===== src/rtl/irq_pkg.sv =====
// Shared types and sizes for the interrupt pending arbiter.
package irq_pkg;

    localparam int unsigned N_REQ = 8;
    localparam int unsigned IDX_W = $clog2(N_REQ);

    typedef logic [N_REQ-1:0] req_vec_t;
    typedef logic [IDX_W-1:0] idx_t;

    typedef enum logic {IDLE, GRANT} arb_state_t;

endpackage


===== src/rtl/prio_enc_n.sv =====
// Combinational N-input priority encoder; the highest set bit wins.
module prio_enc_n #(
    parameter int unsigned N     = 8,
    parameter int unsigned IDX_W = $clog2(N)
) (
    input  logic [N-1:0]     vec,
    output logic [IDX_W-1:0] idx,
    output logic             any
);

    always_comb begin
        idx = '0;
        // Ascending scan, so the last (highest) set bit overwrites lower ones.
        for (int i = 0; i < N; i++) begin
            if (vec[i]) begin
                idx = IDX_W'(i);
            end
        end
        any = |vec;
    end

endmodule


===== src/rtl/irq_pending_arbiter.sv =====
// Edge-latching pending register with a valid/ready handshake on the granted index.
// Optional IRQ_MASK_EN adds mask_i, which hides pending bits from selection only.
module irq_pending_arbiter
    import irq_pkg::*;
#(
    parameter int unsigned N     = N_REQ,
    parameter int unsigned IDX_W = $clog2(N)
) (
    input  logic             clk,
    input  logic             rst,
    input  logic [N-1:0]     req_i,
`ifdef IRQ_MASK_EN
    input  logic [N-1:0]     mask_i,
`endif
    input  logic             irq_ready_i,
    output logic             irq_valid_o,
    output logic [IDX_W-1:0] irq_idx_o,
    output logic [N-1:0]     pending_o,
    output logic             overflow_o
);

    arb_state_t       state_q;
    logic [N-1:0]     req_q;
    logic [N-1:0]     pending_q;
    logic             valid_q;
    logic [IDX_W-1:0] idx_q;
    logic             overflow_q;

    logic [N-1:0]     rise;
    logic [N-1:0]     clr;
    logic [N-1:0]     sel_vec;
    logic [IDX_W-1:0] enc_idx;
    logic             enc_any;

    always_comb begin
        rise = req_i & ~req_q;
        clr  = '0;
        if (valid_q && irq_ready_i) begin
            clr[idx_q] = 1'b1;
        end
`ifdef IRQ_MASK_EN
        sel_vec = pending_q & ~mask_i;
`else
        sel_vec = pending_q;
`endif
    end

    prio_enc_n #(
        .N     (N),
        .IDX_W (IDX_W)
    ) u_prio_enc (
        .vec (sel_vec),
        .idx (enc_idx),
        .any (enc_any)
    );

    always_ff @(posedge clk) begin
        if (rst) begin
            state_q    <= IDLE;
            req_q      <= '0;
            pending_q  <= '0;
            valid_q    <= 1'b0;
            idx_q      <= '0;
            overflow_q <= 1'b0;
        end else begin
            req_q     <= req_i;
            // A rise on the bit being cleared this cycle re-arms it (set wins).
            pending_q <= (pending_q & ~clr) | rise;
            if (|(rise & pending_q & ~clr)) begin
                overflow_q <= 1'b1;
            end
            case (state_q)
                IDLE: begin
                    if (enc_any) begin
                        idx_q   <= enc_idx;
                        valid_q <= 1'b1;
                        state_q <= GRANT;
                    end
                end
                GRANT: begin
                    if (irq_ready_i) begin
                        valid_q <= 1'b0;
                        state_q <= IDLE;
                    end
                end
                default: state_q <= IDLE;
            endcase
        end
    end

    assign irq_valid_o = valid_q;
    assign irq_idx_o   = idx_q;
    assign pending_o   = pending_q;
    assign overflow_o  = overflow_q;

endmodule


===== config.mk =====
export PLATFORM = sky130hd
export DESIGN_NAME = irq_pending_arbiter
export DESIGN_NICKNAME = d
export VERILOG_FILES = /design/src/rtl/irq_pkg.sv /design/src/rtl/prio_enc_n.sv /design/src/rtl/irq_pending_arbiter.sv
export SDC_FILE = /design/constraint.sdc
export NUM_CORES = 1
export LEC_CHECK = 0
export ABC_AREA = 1
export BUFFER_PORTS_ARGS = -buffer_cell sky130_fd_sc_hd__clkbuf_2
export CAP_MARGIN = 20
export CORE_MARGIN = 2
export CORE_UTILIZATION = 50
export CTS_CLUSTER_SIZE = 30
export DETAILED_ROUTE_END_ITERATION = 10
export PLACE_DENSITY = 0.84
export SLEW_MARGIN = 40
export SYNTH_ARGS = -nofsm -noshare
export SYNTH_HDL_FRONTEND = slang
export SYNTH_HIERARCHICAL = 1
export SYNTH_SLANG_ARGS = --single-unit

===== constraint.sdc =====
create_clock -name clk -period 2.8 [get_ports clk]
set_clock_uncertainty 0.1 [all_clocks]
set_input_delay 0.56 -clock clk [delete_from_list [all_inputs] [get_ports clk]]
set_output_delay 0.56 -clock clk [all_outputs]
set_load 0.01 [all_outputs]

# Word level (Yosys, flattened, before mapping)
# Index checks and enable logic that the tools add are counted.
word_totals:
  in_bits: 11
  rom_bits: 0
  elab_cells: 40
  mem_bits_rw: 0
  latch_bits: 0
  mem_count: 0
  regBits: 22
op_classes:
  n_lt_le_gt_ge: 2
  bitwise_logic: 8
  n_eq_ne: 2
  div: 0
  mul: 0
  addsub: 0
  n_reduce_logical: 6
  mux: 16
  shifts: 0
op_table:
  columns: ["cell", "count"]
  rows:
  - ["$and 8x8->8", 4]
  - ["$not 8->8", 2]
  - ["$reduce_or 8->1", 2]
  - ["$mux 3", 4]
  - ["$mux 8", 1]
  - ["$or 8x8->8", 1]
  - ["$mux 1", 6]
  - ["$lt 3x4->1 const B", 1]
  - ["$mux 2", 2]
  - ["$ne 2x2->1 const B", 2]
  - ["$pmux 1 s2", 2]
  - ["$reduce_and 2->1", 2]
  - ["$demux 1 s3", 1]
  - ["$ge 3x1->1 const B", 1]
  - ["$logic_and 1x1->1", 2]
  - ["$not 1->1", 1]

# Depth between registers and ports, before layout
# Gate-level depths: netlist of run 1.
logic_depth:
  word_depth: 8
  depth_mapped: 9
  mapped_depth_nobuf: 9

# Cells and area by module
# The synthesis of run 1 kept the hierarchy.
by_module_without_submodules:
  columns: ["mod", "seq_area_each_um2", "cells_each", "area_per_inst_um2", "n_inst"]
  rows:
  - ["irq_pending_arbiter", 440.4, 136, 907.1, 1]
  - ["prio_enc_n", 0.0, 20, 77.6, 1]

# Worst setup path after synthesis of run 1
# No wires, ideal clock.
synth_path:
  path_kind: "input -> register"
  startpoint: "in irq_ready_i"
  endpoint: "reg overflow_q, in the netlist overflow_o"
  t_arrival_ps: 1065
  t_required_ps: 2581
  stages: 7
  n_path_buf: 0
  setup_slack_ps: 1516
  path_cell_list: "nand2_2 nor2_2 nand2_1 nand3_2 nand2_2 nor2_1 a21oi_1"
synth_via:
  elab_chain_cells: 5
synth_rtl:
  columns: ["element", "line", "rtl"]
  rows:
  - ["start, declared", "irq_pending_arbiter.sv:15", "input logic irq_ready_i,"]
  - ["$logic_and 1x1->1", "irq_pending_arbiter.sv:38", "if (valid_q && irq_ready_i) begin"]
  - ["$mux 8", "irq_pending_arbiter.sv:38", null]
  - ["$not 8->8", "irq_pending_arbiter.sv:69", "if (|(rise & pending_q & ~clr)) begin"]
  - ["$and 8x8->8", "irq_pending_arbiter.sv:69", null]
  - ["$reduce_or 8->1", "irq_pending_arbiter.sv:69", null]
  - ["end signal, assigned", "irq_pending_arbiter.sv:64", "overflow_q <= 1'b0;"]
  - ["end signal, assigned", "irq_pending_arbiter.sv:70", "overflow_q <= 1'b1;"]
  - ["end, declared", "irq_pending_arbiter.sv:27", "logic overflow_q;"]
# No other way between the ends.
# A chain may end at the register's enable or synchronous reset.

# Final worst setup path of run 1
layout_path:
  startpoint: "reg pending_q[5], in the netlist pending_o[5]"
  endpoint: "out pending_o[5]"
layout_lines:
  columns: ["element", "line", "rtl"]
  rows:
  - ["start, declared", "irq_pending_arbiter.sv:24", "logic [N-1:0] pending_q;"]
  - ["start signal, assigned", "irq_pending_arbiter.sv:68", "pending_q <= (pending_q & ~clr) | rise;"]
  - ["end, declared", "irq_pending_arbiter.sv:18", "output logic [N-1:0] pending_o,"]
# No word-level cell between the ends.

==> impl_metrics.csv, run 1 <==
group,metric,value,unit
clock_network,clkTransAtPathRegs,120,ps
die,ioPinCount,24,
power,pwr-share-comb,0.183,
worst_setup_path,critPathArrivalTime,890,ps
clock_network,cts_buffers,3,
worst_setup_path,reg2reg_depth,9,
final_layout,fin_nets,193,
worst_setup_path,start_kind,"flop",
power,sw_frac_of_total,0.290,
timing,finalMaxSlewViolations,0,
drt,first_pass_iters,4,
global_route,overflow,0,
clock_network,cts_tree,"done",
global_route,grt_pass1_vias,839,
drt,wl_met2,870,um
worst_setup_path,path_class,"reg -> out",
final_layout,fin_util,0.610,
final_layout,layout.cells.non_filler,208,
worst_setup_path,cp_top_family,"flip-flops",
drt,drc,0,
logic_synthesis,synth_nets,167,
timing,tightestPinTransition,365,ps
timing,setup_viol,0,
timing,max_freq,647,MHz
power,finalPower,0.000656,W
placement,gp_congestion,0.852,
clock_network,post_cts_resized,0,
logic_synthesis,synth.most_common_cell,"nand2_1",
logic_synthesis,synth_area_leader_cell,"dfxtp_1",
worst_setup_path,rrSetupSlack,1440,ps
drt,wl_per_cell,8.82,um
placement,io_buffers,23,
global_route,grt_max_degree,19,
placement,hpwlAfterDp,1410,um
drt,routedLengthMet1,835,um
clock_network,htreeDepth,1,
worst_setup_path,crit_cells,1,
logic_synthesis,syn_area,985,sq um
logic_synthesis,ys_warn_count,6,
logic_synthesis,synth.avg_cell_area,6.31,sq um
global_route,track_usage,0.178,
hold_path,hp-class,"in -> reg",
drt,top_layer,"met4",
die,fp.dieW,48.4,um
placement,dp_slack,1300,ps
die,fp.coreArea,1900,sq um
final_layout,area_growth,17.8,%
clock_network,ctsHoldBuffers,0,
clock_network,clk_path_buf_depth,2,
drt,dr.first_iter.drc_count,22,
worst_setup_path,critPathLaunch,"pending_o[5]",
drt,viasPerCell,4.37,
power,power_leakage,0.640,nW
logic_synthesis,seq_area_frac_synth,0.447,
die,start_util,0.518,
power,p_sw,0.000190,W
timing,min_period,1550,ps
timing,slew_headroom,0.757,
power,clkPwrFrac,0.268,
drt,drt-total-wl,1830,um
die,fp.dieH,48.4,um
power,power.density,566,nW/um^2
logic_synthesis,netlist_instances,156,
worst_setup_path,r2r-start,"pending_o[3]",
run_status,status,"completed",
logic_synthesis,synth_common_cells,"nand2_1 (44), inv_1 (33), nor2_1 (29)",
logic_synthesis,postSynth.asyncResetShare,0,
die,rows,16,
worst_setup_path,crit_buf_inv,1,
drt,met3WireLength,83,um
drt,vias,909,
die,die_area,2340,sq um
worst_setup_path,reg2reg_to,"irq_idx_o[2]",
timing,setup_ws,1250,ps
global_route,antenna_found_initial,0,
clock_network,post-cts-setup-buffers,0,
drt,ant_nets,0,
timing,rsz0062_at_grt,"false",
worst_setup_path,cp.required,2140,ps
logic_synthesis,ys.flop_type,"dfxtp_1",
power,ir_drop,385,uV
clock_network,clock_latency,310,ps
timing,fin_tns_setup,0,ps
timing,post-route-period-util,0.552,
logic_synthesis,synth-seq-cells,22,
job,drv_cap,0,
worst_setup_path,critPathSlowestCell,"dfxtp_1",
final_layout,n_antenna_cell,0,
clock_network,cts.sinks,22,
timing,hold_violations,0,
clock_network,root_buffer,"clkbuf_4",
final_layout,n_fill_cell,191,
worst_setup_path,endpoint,"pending_o[5]",
logic_synthesis,ys_types,13,
worst_setup_path,path_cells,"clkbuf_2",
logic_synthesis,synthTopCellsByArea,"dfxtp_1 (45%), nand2_1 (17%), inv_1 (13%)",
placement,placedCellCount,204,
power,seqPwrFrac,0.549,
final_layout,drive_above_1_share,0.193,
worst_setup_path,max_stage_delay,420,ps
logic_synthesis,synth_edf_count,0,
power,internal_power,0.000466,W
worst_setup_path,endpoint_kind,"output pin",
logic_synthesis,yosysTopAreaCellShare,0.447,
worst_setup_path,cp_max_fo,5,
global_route,grt_pass1_wl,3250,um
## cells by family (layout without fill, tap and decap cells)
group           after synthesis  count (layout)  share of synthesized area
simple gates                 81              81                      0.329
buf+inv                      38              63                      0.147
flops                        22              22                      0.447
compound gates               15              15                     0.0762
## worst min path at each step
stage,startpoint,end,cells after the start
6_report,req_i[4],req_q[4],3
5_1_grt,req_i[4],req_q[4],3
2_1_floorplan,state_q,state_q,2
3_5_place_dp,pending_o[0],pending_o[0],2
4_1_cts,req_i[4],req_q[4],3
3_3_place_gp,pending_o[0],pending_o[0],2
## registers in the layout (all words and copies together) (netlist names)
register     count
irq_valid_o      1
state_q          1
req_q            8
irq_idx_o        3
overflow_o       1
pending_o        8
## layout by cell type, fill, tap and decap left out
master    instances
inv_1            33
o21ai_1           3
clkbuf_4          3
nor3_1            1
nand3_2           1
clkbuf_8          1
nor2_2            2
inv_2             3
nand3_1           2
nand2_2           2
nor2_1           29
clkbuf_2         23
a21oi_1          12
nand2_1          44
dfxtp_1          22
## layout make-up
type | instances | area [sq um] | area share
flip-flops and latches | 22 | 440 | 0.380
multi-input cells | 96 | 399 | 0.344
inverters | 36 | 135 | 0.117
repair buffers | 23 | 115 | 0.0992
clock buffers | 4 | 36.3 | 0.0313
well taps | 27 | 33.8 | 0.0291
## per-layer routing
| layer | vias up | track usage |
|---|---|---|
| li1 | 501 | - |
| met1 | 384 | 0.203 |
| met2 | 19 | 0.308 |
| met3 | 5 | 0.0370 |
| met4 | 0 | 0.105 |
| met5 | - | 0 |
## power by group through the flow
stage | combinational (W) | sequential [W] | clock (W)
3_5_place_dp | 0.000120 | 0.000368 | 0
4_1_cts | 0.000121 | 0.000361 | 0.000180
3_3_place_gp | 0.000117 | 0.000367 | 0
2_1_floorplan | 0.0000730 | 0.000373 | 0
5_1_grt | 0.000139 | 0.000365 | 0.000191
6_report | 0.000120 | 0.000360 | 0.000176
## worst min-delay path: stages
cell and delay [ps]:
clkbuf_2 90, inv_1 40, nor2_1 30
## metrics by stage
stage / hold slack [ps] / instance area, sq um
5_1_grt: 334 / 1160
4_1_cts: 330 / 1160
2_1_floorplan: 377 / 985
6_report: 334 / 1160
3_3_place_gp: 390 / 1120
3_5_place_dp: 400 / 1120
(Power assumes the default switching activity.)
==> inputs of run 2 (changes only) <==
==> constraint.sdc (replaced) <==
create_clock -name clk -period 1.5 [get_ports clk]
set_clock_uncertainty 0.1 [all_clocks]
set_input_delay 0.3 -clock clk [delete_from_list [all_inputs] [get_ports clk]]
set_output_delay 0.3 -clock clk [all_outputs]
set_load 0.01 [all_outputs]
==> run 2 against run 1 <==
Effect of this change: first-iteration DRC count down 36%; worst setup slack got worse by 1100 ps; count of clock-buffer cells in the layout is the same; sequential power up 88%; wire length up 6.5%; final cell count stayed put; clock power grew 86%; flip-flop and latch count did not move; global-route usage is 1.5 points higher; die area unchanged; sequential share of layout area is 0.082 points lower; design area rose by 0.22%; critical endpoint is now irq_idx_o[0]; highest routed layer unchanged.
==> impl_metrics.csv, run 2 (synthesized netlist as in run 1, its figures left out) <==
group,metric,value,unit
run_status,status,"completed",
global_route,track_usage,0.193,
timing,min_period,1340,ps
power,power_leakage,0.640,nW
clock_network,post-cts-setup-buffers,0,
clock_network,cts_buffers,3,
worst_setup_path,critPathSlowestCell,"dfxtp_1",
job,drv_cap,0,
hold_path,hold_path_depth,3,
power,ir_drop,730,uV
global_route,grt_max_degree,19,
drt,first_pass_iters,4,
drt,drt-total-wl,1950,um
worst_setup_path,reg2reg_to,"irq_idx_o[0]",
worst_setup_path,cp_max_fo,6,
worst_setup_path,cp.required,1610,ps
placement,gp_congestion,0.840,
timing,max_freq,745,MHz
final_layout,layout.cells.non_filler,208,
die,die_area,2340,sq um
die,rows,16,
final_layout,area_growth,18.0,%
timing,slew_headroom,0.742,
final_layout,n_fill_cell,194,
final_layout,multi_input_area,402,sq um
die,fp.coreArea,1900,sq um
worst_setup_path,crit_top_cell,"inv_1",
timing,tightestPinTransition,387,ps
final_layout,stdcell_area,1160,sq um
global_route,grt_pass1_wl,3570,um
placement,dp_slack,149,ps
worst_setup_path,critPathArrivalTime,1450,ps
final_layout,mostFrequentLayoutCell,"nand2_1",
hold_path,hold-path-endpoint,"req_q[1]",
worst_setup_path,reg2reg_depth,9,
clock_network,htreeDepth,1,
placement,hpwlAfterDp,1490,um
final_layout,layout_common_cells,"nand2_1 (44), inv_1 (33), nor2_1 (28), clkbuf_2 (23), dfxtp_1 (22)",
global_route,overflow,0,
clock_network,ctsHoldBuffers,0,
final_layout,fin_nets,193,
drt,wl_per_cell,9.39,um
final_layout,drive_above_1_share,0.199,
worst_setup_path,r2r-start,"pending_o[3]",
final_layout,final-seq-area,440,sq um
worst_setup_path,max_stage_delay,400,ps
clock_network,clk_path_buf_depth,2,
placement,placedCellCount,204,
timing,setup_viol,0,
hold_path,hp-start,"req_i[1]",
drt,wl_met2,955,um
power,finalPower,0.00123,W
worst_setup_path,rrSetupSlack,160,ps
timing,setup_ws,157,ps
drt,viasPerCell,4.55,
clock_network,clock_latency,310,ps
die,start_util,0.518,
timing,post-route-period-util,0.895,
worst_setup_path,critPathLaunch,"pending_o[3]",
worst_setup_path,crit_buf_inv,3,
placement,io_buffers,23,
drt,drc,0,
worst_setup_path,start_kind,"flop",
clock_network,clkTransAtPathRegs,120,ps
drt,dr.first_iter.drc_count,14,
drt,ant_nets,0,
worst_setup_path,endpoint_kind,"flop",
die,fp.dieW,48.4,um
drt,routedLengthMet1,867,um
die,fp.dieH,48.4,um
power,power.density,1060,nW/um^2
worst_setup_path,path_cells,"inv_1, nand2_1, nor3_1, nand3_1, inv_1, nor2_2, inv_2, o21ai_1, a21oi_1",
timing,hold_violations,0,
clock_network,cts.sinks,22,
hold_path,hp-class,"in -> reg",
clock_network,cts_tree,"done",
global_route,antenna_found_initial,0,
worst_setup_path,path_class,"reg -> reg",
placement,dpl_cell_area,1120,sq um
worst_setup_path,cp_top_family,"flip-flops",
drt,top_layer,"met4",
clock_network,root_buffer,"clkbuf_4",
drt,vias,946,
final_layout,n_antenna_cell,0,
timing,finalMaxSlewViolations,0,
drt,met3WireLength,94,um
die,ioPinCount,24,
final_layout,fin_util,0.611,
global_route,grt_pass1_vias,881,
run 2: changes by cell type in the layout (fill, tap and decap cells not counted):
cell,previous run,this run
nor2_2,2,3
nor2_1,29,28
run 2: per-stage QoR:
stage               TNS [ps]  hold slack (ps)
finish                     0             75.8
floorplan                  0              307
global route          -0.660             74.5
global placement           0              383
CTS                        0             71.7
detailed placement         0              399
run 2: worst max-delay path by stage:
stage,end,cells after the start
6_report,irq_idx_o[0],9
5_1_grt,irq_idx_o[0],9
4_1_cts,irq_idx_o[0],9
3_5_place_dp,irq_idx_o[0],9
3_3_place_gp,overflow_o,8
2_1_floorplan,irq_idx_o[0],9
run 2: layout make-up:
type                       instances  share of cell area
clock buffer                       4              0.0312
inverter                          36               0.116
multi-input combinational         96               0.346
sequential                        22               0.379
tap                               27              0.0291
timing repair buffer              23              0.0990
run 2: layer usage:
layer  vias up  track usage
li1        501            -
met1       411        0.224
met2        29        0.333
met3         5       0.0432
met4         0        0.100
met5         -            0
run 2: worst register-to-register path, stage by stage, from the launching register on:
cell and delay, ps:
dfxtp_1 400, inv_1 70, nand2_1 90, nor3_1 50, nand3_1 90, inv_1 60
nor2_2 130, inv_2 80, o21ai_1 130, a21oi_1 50
run 2: where the power goes:
part           switching [W]  leakage, nW  internal [W]  total (W)
Combinational       0.000139        0.435     0.0000888   0.000228
Sequential         0.0000435        0.184      0.000633   0.000676
Clock               0.000178       0.0210      0.000148   0.000327
run 2: what timing repair did:
action                     CTS  global route
hold endpoints to repair     0             0
gates resized for setup      0             1
setup endpoints to repair    0             3
==> inputs of run 3 (changes only) <==
--- a/config.mk
+++ b/config.mk
@@ -16,5 +16,4 @@
 export SLEW_MARGIN = 40
 export SYNTH_ARGS = -nofsm -noshare
 export SYNTH_HDL_FRONTEND = slang
-export SYNTH_HIERARCHICAL = 1
 export SYNTH_SLANG_ARGS = --single-unit
==> run 3 against run 2 <==
Effect of this change: fmax grew 0.51%; register-to-register slack better by 60 ps; sequential power increased by 0.7%; flip-flop and latch count unchanged; largest cell class is now multi-input combinational cells; wire length rose by 6.1%.
==> impl_metrics.csv, run 3 <==
group,metric,value,unit
run_status,status,"completed",
clock_network,post_cts_resized,0,
clock_network,root_buffer,"clkbuf_4",
drt,wl_per_cell,10.1,um
final_layout,layout_common_cells,"nand2_1 (41), nor2_1 (29), inv_1 (25), clkbuf_2 (23), dfxtp_1 (22)",
power,power_leakage,0.626,nW
logic_synthesis,synth.most_common_cell,"nand2_1",
logic_synthesis,synth_edf_count,0,
final_layout,drive_above_1_share,0.236,
global_route,overflow,0,
clock_network,clk_path_buf_depth,2,
logic_synthesis,ys.flop_type,"dfxtp_1",
timing,max_freq,748,MHz
worst_setup_path,cp.required,1100,ps
timing,post-route-period-util,0.891,
global_route,antenna_found_initial,0,
global_route,grt_pass1_wl,3660,um
drt,vias,969,
placement,io_buffers,23,
logic_synthesis,ys_types,16,
logic_synthesis,synth_area_leader_cell,"dfxtp_1",
drt,drc,0,
hold_path,hp-class,"in -> reg",
worst_setup_path,cp_max_fo,6,
drt,ant_nets,0,
timing,tightestPinTransition,273,ps
timing,holdWs,82.4,ps
final_layout,mostFrequentLayoutCell,"nand2_1",
worst_setup_path,cp_top_family,"flip-flops",
clock_network,cts_tree,"done",
logic_synthesis,synthTopCellsByArea,"dfxtp_1 (43%), nand2_1 (15%), nor2_1 (11%)",
die,die_area,2420,sq um
global_route,track_usage,0.192,
worst_setup_path,critPathArrivalTime,940,ps
worst_setup_path,crit_buf_inv,1,
worst_setup_path,crit_cells,1,
final_layout,fin_util,0.618,
logic_synthesis,synth_nets,163,
final_layout,area_growth,17.7,%
global_route,grt_max_degree,14,
clock_network,cts.sinks,22,
clock_network,cts_buffers,3,
timing,slew_headroom,0.816,
final_layout,n_fill_cell,186,
die,start_util,0.525,
clock_network,post-cts-setup-buffers,0,
worst_setup_path,path_class,"reg -> out",
drt,viasPerCell,4.73,
timing,hold_violations,0,
die,rows,16,
drt,drt-total-wl,2070,um
worst_setup_path,reg2reg_depth,7,
die,fp.dieW,49.2,um
logic_synthesis,synth.avg_cell_area,6.71,sq um
timing,rsz0062_at_grt,"false",
logic_synthesis,seq_area_frac_synth,0.432,
timing,fin_tns_setup,0,ps
placement,gp_congestion,0.846,
placement,hpwlAfterDp,1620,um
clock_network,clkTransAtPathRegs,120,ps
global_route,grt_pass1_vias,925,
power,power.density,1050,nW/um^2
clock_network,clock_latency,310,ps
die,fp.dieH,49.2,um
final_layout,fin_nets,190,
worst_setup_path,path_cells,"clkbuf_2",
worst_setup_path,max_stage_delay,450,ps
worst_setup_path,critPathSlowestCell,"dfxtp_1",
die,fp.coreArea,1940,sq um
hold_path,hold_path_depth,3,
clock_network,htreeDepth,1,
clock_network,ctsHoldBuffers,0,
worst_setup_path,start_kind,"flop",
timing,setup_viol,0,
worst_setup_path,endpoint_kind,"output pin",
logic_synthesis,postSynth.asyncResetShare,0,
drt,dr.first_iter.drc_count,36,
logic_synthesis,syn_area,1020,sq um
die,ioPinCount,24,
logic_synthesis,synth-seq-cells,22,
timing,finalMaxSlewViolations,0,
final_layout,n_antenna_cell,0,
drt,first_pass_iters,4,
job,drv_cap,0,
logic_synthesis,ys_warn_count,0,
timing,min_period,1340,ps
logic_synthesis,yosysTopAreaCellShare,0.432,
power,ir_drop,672,uV
logic_synthesis,synth_common_cells,"nand2_1 (41), nor2_1 (29), inv_1 (25)",
logic_synthesis,netlist_instances,152,
## run 3: worst reg2reg max path: stages, from the launching register on
cell and delay (ps):
dfxtp_1 450, inv_1 80, nor2_1 130, nand2_1 100
nand2_1 60, nand2_1 50, nor2_1 110, a21oi_1 80
## run 3: routing by layer
metal | part of all wire | wire length, um | global-route usage
met1 | 0.44 | 915 | 0.231
met2 | 0.49 | 1030 | 0.329
met3 | 0.052 | 107 | 0.0337
met4 | 0.011 | 23 | 0.0905
met5 | 0 | 0 | 0
## run 3: cells by family (layout without fill, tap and decap cells)
| logic type | after synthesis | after routing | synth area share |
|---|---|---|---|
| compound gates | 15 | 15 | 0.0761 |
| buf+inv | 31 | 57 | 0.119 |
| flops | 22 | 22 | 0.432 |
| simple gates | 84 | 84 | 0.373 |
## run 3: per-stage QoR
stage	worst slack, ps	power [W]	instances	instance area [sq um]
after detailed placement	243	0.000946	201	1160
after global routing	112	0.00134	205	1200
after floorplan	353	0.000860	152	1020
final	164	0.00126	205	1200
after global placement	280	0.000933	201	1160
after CTS	157	0.00126	205	1200
## run 3: worst paths after layout
check | end | slack, ps | from
min reg2reg | pending_o[5] | 400 | pending_o[5]
max | irq_idx_o[1] | 160 | irq_idx_o[1]
max reg2reg | overflow_o | 220 | irq_idx_o[1]
min | req_q[6] | 80 | req_i[6]
## run 3: final cells by class
type                            count  area, sq um  area share
Multi-Input combinational cell     99          458       0.382
Timing Repair Buffer               24          123       0.102
Sequential cell                    22          440       0.367
Tap cell                           27         33.8      0.0282
Clock buffer                        4         36.3      0.0302
Inverter                           29          109      0.0907
## run 3: power breakdown
part | switching [W] | internal [W]
registers | 0.0000489 | 0.000632
logic | 0.000152 | 0.000101
clock network | 0.000175 | 0.000148
